File: src/rtl/kbd_joypad_if.sv
// kbd_joypad_if -- bus between a PS/2 receiver / CPU port decoder and the
// keyboard-to-joypad bridge.
//   ps2_hit   one-cycle pulse, ps2_data valid
//   ps2_data  received PS/2 set-2 byte
//   strobe    level, shared latch for all pads
//   rd        one-cycle read pulse per pad
//   dout      registered serial data bit per pad
//   joy       live button state, pad p at [p*8 +: 8]
// master: drives the PS/2 byte stream and CPU strobe/reads.
// slave : the bridge itself.

interface kbd_joypad_if #(
  parameter int PLAYERS = 2
);
  logic                   ps2_hit;
  logic [7:0]             ps2_data;
  logic                   strobe;
  logic [PLAYERS-1:0]     rd;
  logic [PLAYERS-1:0]     dout;
  logic [PLAYERS*8-1:0]   joy;

  modport master (
    output ps2_hit, ps2_data, strobe, rd,
    input  dout, joy
  );

  modport slave (
    input  ps2_hit, ps2_data, strobe, rd,
    output dout, joy
  );
endinterface

File: src/rtl/kbd_joypad.sv
// kbd_joypad -- turns PS/2 set-2 make/break codes into up to four NES-style
// joypads (8 buttons each: A, B, Select, Start, Up, Down, Left, Right),
// each readable through a strobe-latched serial shift register.
//
// Ports
//   clock   sole clock, rising edge
//   reset   synchronous, active-high
//   bus     kbd_joypad_if.slave (ps2_hit, ps2_data, strobe, rd, dout, joy)
//
// Parameters
//   PLAYERS  number of pads, 1..4 (pad 3 has no key mapping, reads 0)
//   BUTTONS  bits per pad, must be 8
//
// Optional feature
//   KBD_JOYPAD_SOCD_EN  when defined, opposing directions held together are
//                       both reported released; held state is kept so that
//                       releasing one key restores the other.
//
// Scancode FSM
//   state    | meaning
//   S_IDLE   | no prefix pending
//   S_EXT    | E0 seen, next byte is an extended make
//   S_BRK    | F0 seen, next byte is a normal break
//   S_EXTBRK | E0 F0 seen, next byte is an extended break

module kbd_joypad #(
  parameter int PLAYERS = 2,
  parameter int BUTTONS = 8
) (
  input logic         clock,
  input logic         reset,
  kbd_joypad_if.slave bus
);

  if (PLAYERS < 1 || PLAYERS > 4 || BUTTONS != 8) begin : g_param_check
    $error("kbd_joypad: PLAYERS must be 1..4 and BUTTONS must be 8");
  end

  typedef enum logic [1:0] {
    S_IDLE,
    S_EXT,
    S_BRK,
    S_EXTBRK
  } state_t;

  state_t state_q, state_d;

  logic [PLAYERS-1:0][BUTTONS-1:0] held_q, held_d;
  logic [PLAYERS-1:0][BUTTONS-1:0] shift_q, shift_d;
  logic [PLAYERS-1:0][BUTTONS-1:0] view;

  logic       is_ext;
  logic       key_valid;
  logic [1:0] key_pad;
  logic [2:0] key_btn;
  logic       apply_key;
  logic       make_key;

  // Result: {valid, pad[1:0], button[2:0]}
  function automatic logic [5:0] decode(input logic ext, input logic [7:0] code);
    logic [5:0] r;
    r = 6'd0;
    case ({ext, code})
      // pad 0
      {1'b0, 8'h1A}: r = {1'b1, 2'd0, 3'd0};
      {1'b0, 8'h22}: r = {1'b1, 2'd0, 3'd1};
      {1'b0, 8'h21}: r = {1'b1, 2'd0, 3'd2};
      {1'b0, 8'h2A}: r = {1'b1, 2'd0, 3'd3};
      {1'b1, 8'h75}: r = {1'b1, 2'd0, 3'd4};
      {1'b1, 8'h72}: r = {1'b1, 2'd0, 3'd5};
      {1'b1, 8'h6B}: r = {1'b1, 2'd0, 3'd6};
      {1'b1, 8'h74}: r = {1'b1, 2'd0, 3'd7};
      // pad 1
      {1'b0, 8'h42}: r = {1'b1, 2'd1, 3'd0};
      {1'b0, 8'h3B}: r = {1'b1, 2'd1, 3'd1};
      {1'b0, 8'h33}: r = {1'b1, 2'd1, 3'd2};
      {1'b0, 8'h34}: r = {1'b1, 2'd1, 3'd3};
      {1'b0, 8'h1D}: r = {1'b1, 2'd1, 3'd4};
      {1'b0, 8'h1B}: r = {1'b1, 2'd1, 3'd5};
      {1'b0, 8'h1C}: r = {1'b1, 2'd1, 3'd6};
      {1'b0, 8'h23}: r = {1'b1, 2'd1, 3'd7};
      // pad 2 (keypad; Select is the extended keypad slash)
      {1'b0, 8'h71}: r = {1'b1, 2'd2, 3'd0};
      {1'b0, 8'h70}: r = {1'b1, 2'd2, 3'd1};
      {1'b1, 8'h4A}: r = {1'b1, 2'd2, 3'd2};
      {1'b0, 8'h7C}: r = {1'b1, 2'd2, 3'd3};
      {1'b0, 8'h75}: r = {1'b1, 2'd2, 3'd4};
      {1'b0, 8'h72}: r = {1'b1, 2'd2, 3'd5};
      {1'b0, 8'h6B}: r = {1'b1, 2'd2, 3'd6};
      {1'b0, 8'h74}: r = {1'b1, 2'd2, 3'd7};
      default:       r = 6'd0;
    endcase
    return r;
  endfunction

  function automatic logic [BUTTONS-1:0] socd(input logic [BUTTONS-1:0] h);
    logic [BUTTONS-1:0] r;
    r = h;
`ifdef KBD_JOYPAD_SOCD_EN
    if (h[4] && h[5]) r[5:4] = 2'b00;
    if (h[6] && h[7]) r[7:6] = 2'b00;
`else
    r = h;
`endif
    return r;
  endfunction

  assign is_ext = (state_q == S_EXT) || (state_q == S_EXTBRK);
  assign {key_valid, key_pad, key_btn} = decode(is_ext, bus.ps2_data);

  always_comb begin
    state_d   = state_q;
    held_d    = held_q;
    apply_key = 1'b0;
    make_key  = 1'b0;
    if (bus.ps2_hit) begin
      case (state_q)
        S_IDLE: begin
          if (bus.ps2_data == 8'hE0) begin
            state_d = S_EXT;
          end else if (bus.ps2_data == 8'hF0) begin
            state_d = S_BRK;
          end else begin
            apply_key = 1'b1;
            make_key  = 1'b1;
          end
        end
        S_EXT: begin
          if (bus.ps2_data == 8'hF0) begin
            state_d = S_EXTBRK;
          end else begin
            apply_key = 1'b1;
            make_key  = 1'b1;
            state_d   = S_IDLE;
          end
        end
        default: begin
          apply_key = 1'b1;
          state_d   = S_IDLE;
        end
      endcase
    end
    // Mappings that land on a pad this instance does not have are dropped.
    if (apply_key && key_valid) begin
      for (int p = 0; p < PLAYERS; p++) begin
        if (key_pad == 2'(p)) held_d[p][key_btn] = make_key;
      end
    end
  end

  // Shift registers reload from the currently visible state, so a key event
  // landing on the same edge as a reload shows up only on the next reload.
  always_comb begin
    for (int p = 0; p < PLAYERS; p++) begin
      view[p] = socd(held_q[p]);
      if (bus.strobe) begin
        shift_d[p] = view[p];
      end else if (bus.rd[p]) begin
        shift_d[p] = {1'b1, shift_q[p][BUTTONS-1:1]};
      end else begin
        shift_d[p] = shift_q[p];
      end
    end
  end

  always_ff @(posedge clock) begin
    if (reset) begin
      state_q <= S_IDLE;
      held_q  <= '0;
      shift_q <= '0;
    end else begin
      state_q <= state_d;
      held_q  <= held_d;
      shift_q <= shift_d;
    end
  end

  assign bus.joy = view;

  for (genvar g = 0; g < PLAYERS; g++) begin : g_dout
    assign bus.dout[g] = shift_q[g][0];
  end

endmodule

File: src/flat_wrapper.sv
// flat-port wrapper written by rule: the top's interface ports become plain ports
module kbd_joypad_flat 
#(
  parameter int PLAYERS = 2,
  parameter int BUTTONS = 8
)
  (clock, reset, bus_ps2_hit, bus_ps2_data, bus_strobe, bus_rd, bus_dout, bus_joy);
  kbd_joypad_if #(.PLAYERS(PLAYERS)) bus_i ();
  input logic clock;
  input logic reset;
  input wire logic [$bits(bus_i.ps2_hit)-1:0] bus_ps2_hit;
  input wire logic [$bits(bus_i.ps2_data)-1:0] bus_ps2_data;
  input wire logic [$bits(bus_i.strobe)-1:0] bus_strobe;
  input wire logic [$bits(bus_i.rd)-1:0] bus_rd;
  output wire logic [$bits(bus_i.dout)-1:0] bus_dout;
  output wire logic [$bits(bus_i.joy)-1:0] bus_joy;
  assign bus_i.ps2_hit = bus_ps2_hit;
  assign bus_i.ps2_data = bus_ps2_data;
  assign bus_i.strobe = bus_strobe;
  assign bus_i.rd = bus_rd;
  assign bus_dout = bus_i.dout;
  assign bus_joy = bus_i.joy;
  kbd_joypad #(.PLAYERS(PLAYERS), .BUTTONS(BUTTONS)) u_core (.clock(clock), .reset(reset), .bus(bus_i));
endmodule
File: config.mk
export PLATFORM = sky130hd
export DESIGN_NAME = kbd_joypad_flat
export DESIGN_NICKNAME = d
export VERILOG_FILES = /design/src/rtl/kbd_joypad_if.sv /design/src/rtl/kbd_joypad.sv /design/src/flat_wrapper.sv
export SDC_FILE = /design/constraint.sdc
export NUM_CORES = 1
export LEC_CHECK = 0
export CAP_MARGIN = 10
export CORE_MARGIN = 5
export CORE_UTILIZATION = 49
export DETAILED_ROUTE_END_ITERATION = 10
export PLACE_DENSITY = 0.76
export SYNTH_ARGS = -nofsm -noshare
export SYNTH_HDL_FRONTEND = slang
export SYNTH_SLANG_ARGS = --single-unit
File: constraint.sdc
create_clock -name clock -period 2.1 [get_ports clock]
set_input_delay 0.525 -clock clock [delete_from_list [all_inputs] [get_ports clock]]
set_output_delay 0.525 -clock clock [all_outputs]
set_load 0.005 [all_outputs]
Word level (Yosys, flattened, before mapping)
Cells that the tools add are included.
Widths: inputs -> output; s select.
{"block": "totals", "ff_bits": 34, "in_bits": 14, "word_cells": 66}
{"block": "op_classes", "n_lt_le_gt_ge": 2, "n_eq_ne": 30, "n_mux": 19, "n_reduce_logical": 10}
{"cell": "$pmux 6 s24", "count": 1}
{"cell": "$eq 9x7->1 const B", "count": 8}
{"cell": "$eq 9x6->1 const B", "count": 7}
{"cell": "$eq 9x9->1 const B", "count": 5}
{"cell": "$eq 9x5->1 const B", "count": 4}
{"cell": "$mux 8", "count": 4}
{"cell": "$bwmux 8", "count": 2}
{"cell": "$eq 8x8->1 const B", "count": 2}
{"cell": "$mux 2", "count": 3}
{"cell": "$reduce_and 2->1", "count": 3}
{"cell": "$mux 1", "count": 5}
{"cell": "$eq 2x1->1 const B", "count": 2}
{"cell": "$logic_not 2->1", "count": 2}
{"cell": "$lt 3x4->1 const B", "count": 1}
{"cell": "$pmux 1 s2", "count": 2}
{"cell": "$pmux 2 s2", "count": 1}
{"cell": "$reduce_bool 2->1", "count": 2}
{"cell": "$demux 1 s3", "count": 1}
{"cell": "$ge 3x1->1 const B", "count": 1}
{"cell": "$ne 3x1->1 const B", "count": 1}
{"cell": "$eq 2x2->1 const B", "count": 1}
{"cell": "$logic_and 1x1->1", "count": 2}
{"cell": "$logic_or 1x1->1", "count": 1}

Logic depth before layout (Yosys ltp)
{"block": "logic_depth", "depth_word": 9, "ltp_mapped": 8}

Least setup slack after synthesis
Ideal clock, no wire load.
{"block": "synth_path", "path_type": "input to register", "from": "input port bus_ps2_data[7]", "to": "register u_core.held_q (netlist bit u_core.bus.joy[15])", "setup_ns": 0.074, "arrival_ns": 2.088, "path_slack_ns": -0.062, "cell_stages": 7, "path_cell_list": "buf_2 > or3b_1 > nor4b_2 > or4_4 > o21ai_2 > a211oi_2 > mux2i_1"}
{"block": "synth_between", "elab_chain_cells": 7, "word_cells_on_any_way": 42, "cone_classes": "order compare: 2; eq/ne: 27; mux: 10; reduce/logical: 3"}
{"element": "start: declaration", "line_no": "flat_wrapper.sv:12", "text": "input wire logic [$bits(bus_i.ps2_data)-1:0] bus_ps2_data;"}
{"element": "$eq 9x7->1, or another cell as far along", "line_no": "kbd_joypad.sv:63", "text": "case ({ext, code})"}
{"element": "$pmux 6 s24 or $mux 1 (tied branches)", "line_no": "kbd_joypad.sv:63, kbd_joypad.sv:121, kbd_joypad.sv:129"}
{"element": "$lt 3x4->1 (not written as such), or another cell as far along", "line_no": "kbd_joypad.sv:146", "text": "if (key_pad == 2'(p)) held_d[p][key_btn] = make_key;"}
{"element": "$logic_and 1x1->1 (not written as such) or $pmux 1 s2 (tied branches)", "line_no": "kbd_joypad.sv:146, kbd_joypad.sv:117"}
{"element": "$mux 1, on equally long branches", "line_no": "kbd_joypad.sv:146, kbd_joypad.sv:116"}
{"element": "$demux 1 s3 or $logic_and 1x1->1 (tied branches)"}
{"element": "$bwmux 8 or $reduce_and 2->1 (tied branches)"}
{"element": "end signal: assignment", "line_no": "kbd_joypad.sv:173", "text": "held_q <= held_d;"}
{"element": "end: declaration", "line_no": "kbd_joypad.sv:48", "text": "logic [PLAYERS-1:0][BUTTONS-1:0] held_q, held_d;"}
Several ways; a longest one is shown, not always the timed one.
A chain may end at the register's enable or synchronous reset.

Worst setup path in the final report
{"block": "layout_path", "from": "input port bus_ps2_data[4]", "to": "register u_core.held_q (netlist bit u_core.bus.joy[8])"}
Same word-level chain as after synthesis.

==> impl_results.md <==
* Outcome: complete, but fails checks
* Failing checks: negative setup slack
* Period Utilization, post-route at 102.0%
* DRT Pass-1 Iters at 6
* Core ar. at ~4400 um2
* Static Leak at between 1 and 1.5 nW
* Placed inst area at around 2800 um2
* Largest cells by area after synthesis: dfxtp_1 (31%), mux2i_1 (14%), nor2_1 (6.8%)
* Final WS setup at -0.04262 ns
* Max Fanout on Critical Path at 10
* # DRC at 0
* Worst setup SP type: input pin
* Worst Tran Pin Value at around 0.5 ns
* Reg-to-reg endpoint: u_core.bus.joy[8]
* Fin. max-slew vios at 0
* Initial Util at 50.57%
* Worst-case reg-to-reg path depth at 6
* Worst Hold Class: flop to flop
* Area growth syn-to-layout at 49.26%
* Hold Fails Final Rpt at 0
* Post-synthesis cell area at 2202 um2
* Final instance area at about 3300 um2
* Pwr Density at ~450 nW/um2
* Count of cell types in the netlist at 48
* Main synth FF type: dfxtp_1
* Final wirelength at just over 7 mm
* # diodes at 0
* CP Launch Point: bus_ps2_data[4]
* Die width at a little under 80 um
* Final worst path period need at roughly 2.1 ns
* MaxCap Viol Count at 0
* DIE AREA at 5935 um2
* CTS Hold Bufs at 0
* First-pass GRT wire length at 10.75 mm
* Syn_area_per_cell at ~8.5 um2
* Setup tns final at -0.08049 ns
* Crit path arrival time at roughly 2.3 ns
* 1st-iter DRT viols at 217
* Worst setup EP type: flop
* Clk slew on worst S/H paths at 0.07 ns
* Crit path kind: input pin to flop
* Post-DR wirelength/cell at about 19 um
* Commonest non-fill, non-tap cell in the layout: buf_4
* CTS buffer count at 5
* Max Root-Sink Buffers at 2
* Fillers at 284
* Crit path required time at 2.27 ns
* PortBufs at 31
* DIE HEIGHT at 77.04 um
* Hpwl dp at 4.159 mm
* Later-pin clock latency in the skew report at approximately 0.29 ns
* Largest net degree at the start of global routing at 33
* Share of layout cells above drive strength 1 at between 30% and 40%
* Syn nets at roughly 270
* Via Count at 2327
* Fin nets at roughly 340
* Worst R2R Start: u_core.state_q[0]
* CTS tree: yes
* Post-synthesis register bit count at 34
* Synth warn at 0
* Initial antenna violation count at 0
* Ys async rst share at 0%
* Row cnt at 24
* Post-synth top area cell: dfxtp_1
* Top-Level Pins at 32
* Gpl congestion at 0.8953
* Vias in the first global route at around 2200
* GRT overflow at 0
* Via-to-Cell Ratio at between 6 and 7
* Synth Instances at between 200 and 300
* Top cell type's share of synthesized area at 30.91%
* Post-route ant nets at 0
* Setup Skew at a little over 0.008 ns
* Sequential element share of the synthesized area at a little under a third
* Number of flops mapped to enable cells by yosys at 0
* Clk sink count at 34
* Most frequent cells in the layout: buf_4 (45), nor2_1 (40), dfxtp_1 (33), mux2i_1 (31), clkdlybuf4s50_1 (23)
* Fmax at around 470 MHz
* Root buf cell: clkbuf_8
* Worst R2R Setup Slack at -0.01 ns
* Slew Limit Headroom at approximately 66%
* Htree depth at 2
* CP Capture Point: u_core.bus.joy[8]
* Setup violators final at 6
* VDD IR max at slightly below 0.8 mV
* GR Util All Layers at roughly 22%
repair_timing:
| action | in CTS | in global routing |
|---|---|---|
| buffers inserted | 4 | 7 |
| pin swaps | 20 | 19 |
| resized for setup | 67 | 29 |
| cloned | 1 | 0 |
| setup endpoints to repair | 16 | 16 |
sequential cells by signal (all words and copies together), names as in the netlist:
register and count:
u_core.state_q 2, u_core.shift_q 14, u_core.bus.joy 16, u_core.bus.dout 2
final cells by class:
type,count,area (um2),share of cell area (%)
clock buffer,5,68.82,2.094
clock inverter,3,40.04,1.218
inverter,2,7.507,0.2284
multi-input combinational,203,1692,51.47
sequential,34,684.4,20.82
tap,52,65.06,1.979
timing repair buffer,84,729.5,22.19
synthesized netlist by cell type, types with 2 or more instances:
master and number:
a211oi_2 4, a21o_1 2, a21oi_1 20, a21oi_2 2, and3b_1 2, buf_2 5, buf_4 7, clkbuf_1 9
dfxtp_1 34, inv_1 2, mux2i_1 31, nand2_1 7, nand2b_1 19, nand3_1 9, nand3b_1 5, nand4b_1 2
nand4bb_1 2, nor2_1 40, nor2b_1 2, nor3_1 10, nor3_2 5, nor3b_1 2, nor4_2 2, nor4b_1 2
o211ai_1 3, o21ai_1 2, o22a_1 2, o22ai_1 2, o31ai_1 2, or3_1 3, or3b_1 3
per-layer routing:
| metal | wire [um] | vias up | global-route usage, % | share of wire (%) |
|---|---|---|---|---|
| met3 | 586 | 33 | 4.918 | 8.2 |
| met4 | 345 | 0 | 13.06 | 4.8 |
| li1 | - | 1077 | - | - |
| met5 | 0 | - | 0 | 0 |
| met1 | 2809 | 1080 | 26.33 | 39 |
| met2 | 3395 | 137 | 36.25 | 48 |
through the flow:
stage | setup slack (ns) | std cells | util [%] | hold WS (ns) | total power [mW]
after floorplan | 0.0009444 | 259 | - | 0.4780 | 0.7818
final | -0.04262 | 383 | 75.49 | 0.4956 | 1.476
after CTS | -0.0007470 | 376 | 71.61 | 0.5038 | 1.463
after global routing | -0.1086 | 383 | 75.49 | 0.5319 | 1.540
after detailed placement | -0.8145 | 363 | 64.31 | 0.4854 | 0.8620
after global placement | -0.7658 | 363 | 64.31 | 0.4816 | 0.8583
logic make-up (layout without fill, tap and decap cells):
family / after synthesis / after routing / synth area share [%]
and+or+nand+nor: 122 / 122 / 32.56
AOI/OAI and AO/OA: 47 / 48 / 16.19
DFF: 34 / 34 / 30.91
muxes: 31 / 31 / 14.09
buffers and inverters: 23 / 94 / 5.398
adders and majority gates: 1 / 1 / 0.4546
xor gates and xnor gates: 1 / 1 / 0.3978
power by group:
group	internal, mW	total (mW)	switching [mW]
sequential	0.646	0.648	0.00175
combinational	0.117	0.252	0.135
clock	0.349	0.576	0.227
total	1.11	1.48	0.364
worst min path at each step:
| stage | start | end | slack, ns | cells after the start |
|---|---|---|---|---|
| finish | u_core.bus.joy[11] | u_core.bus.joy[11] | 0.50 | 2 |
| detailed placement | u_core.bus.joy[11] | u_core.bus.joy[11] | 0.49 | 2 |
| CTS | u_core.bus.joy[11] | u_core.bus.joy[11] | 0.50 | 2 |
| global placement | u_core.bus.joy[9] | u_core.bus.joy[9] | 0.48 | 2 |
| global route | u_core.bus.joy[3] | u_core.bus.joy[3] | 0.53 | 2 |
| floorplan | u_core.bus.joy[11] | u_core.bus.joy[11] | 0.48 | 2 |
critical path, stage by stage:
cell,delay (ns)
buf_6,0.11
buf_6,0.11
nand3b_1,0.19
a2111oi_4,0.10
buf_4,0.17
or3_4,0.44
nor4_4,0.34
nand3_1,0.18
mux2i_1,0.15
No activity file was read; power rests on OpenSTA's default activity.
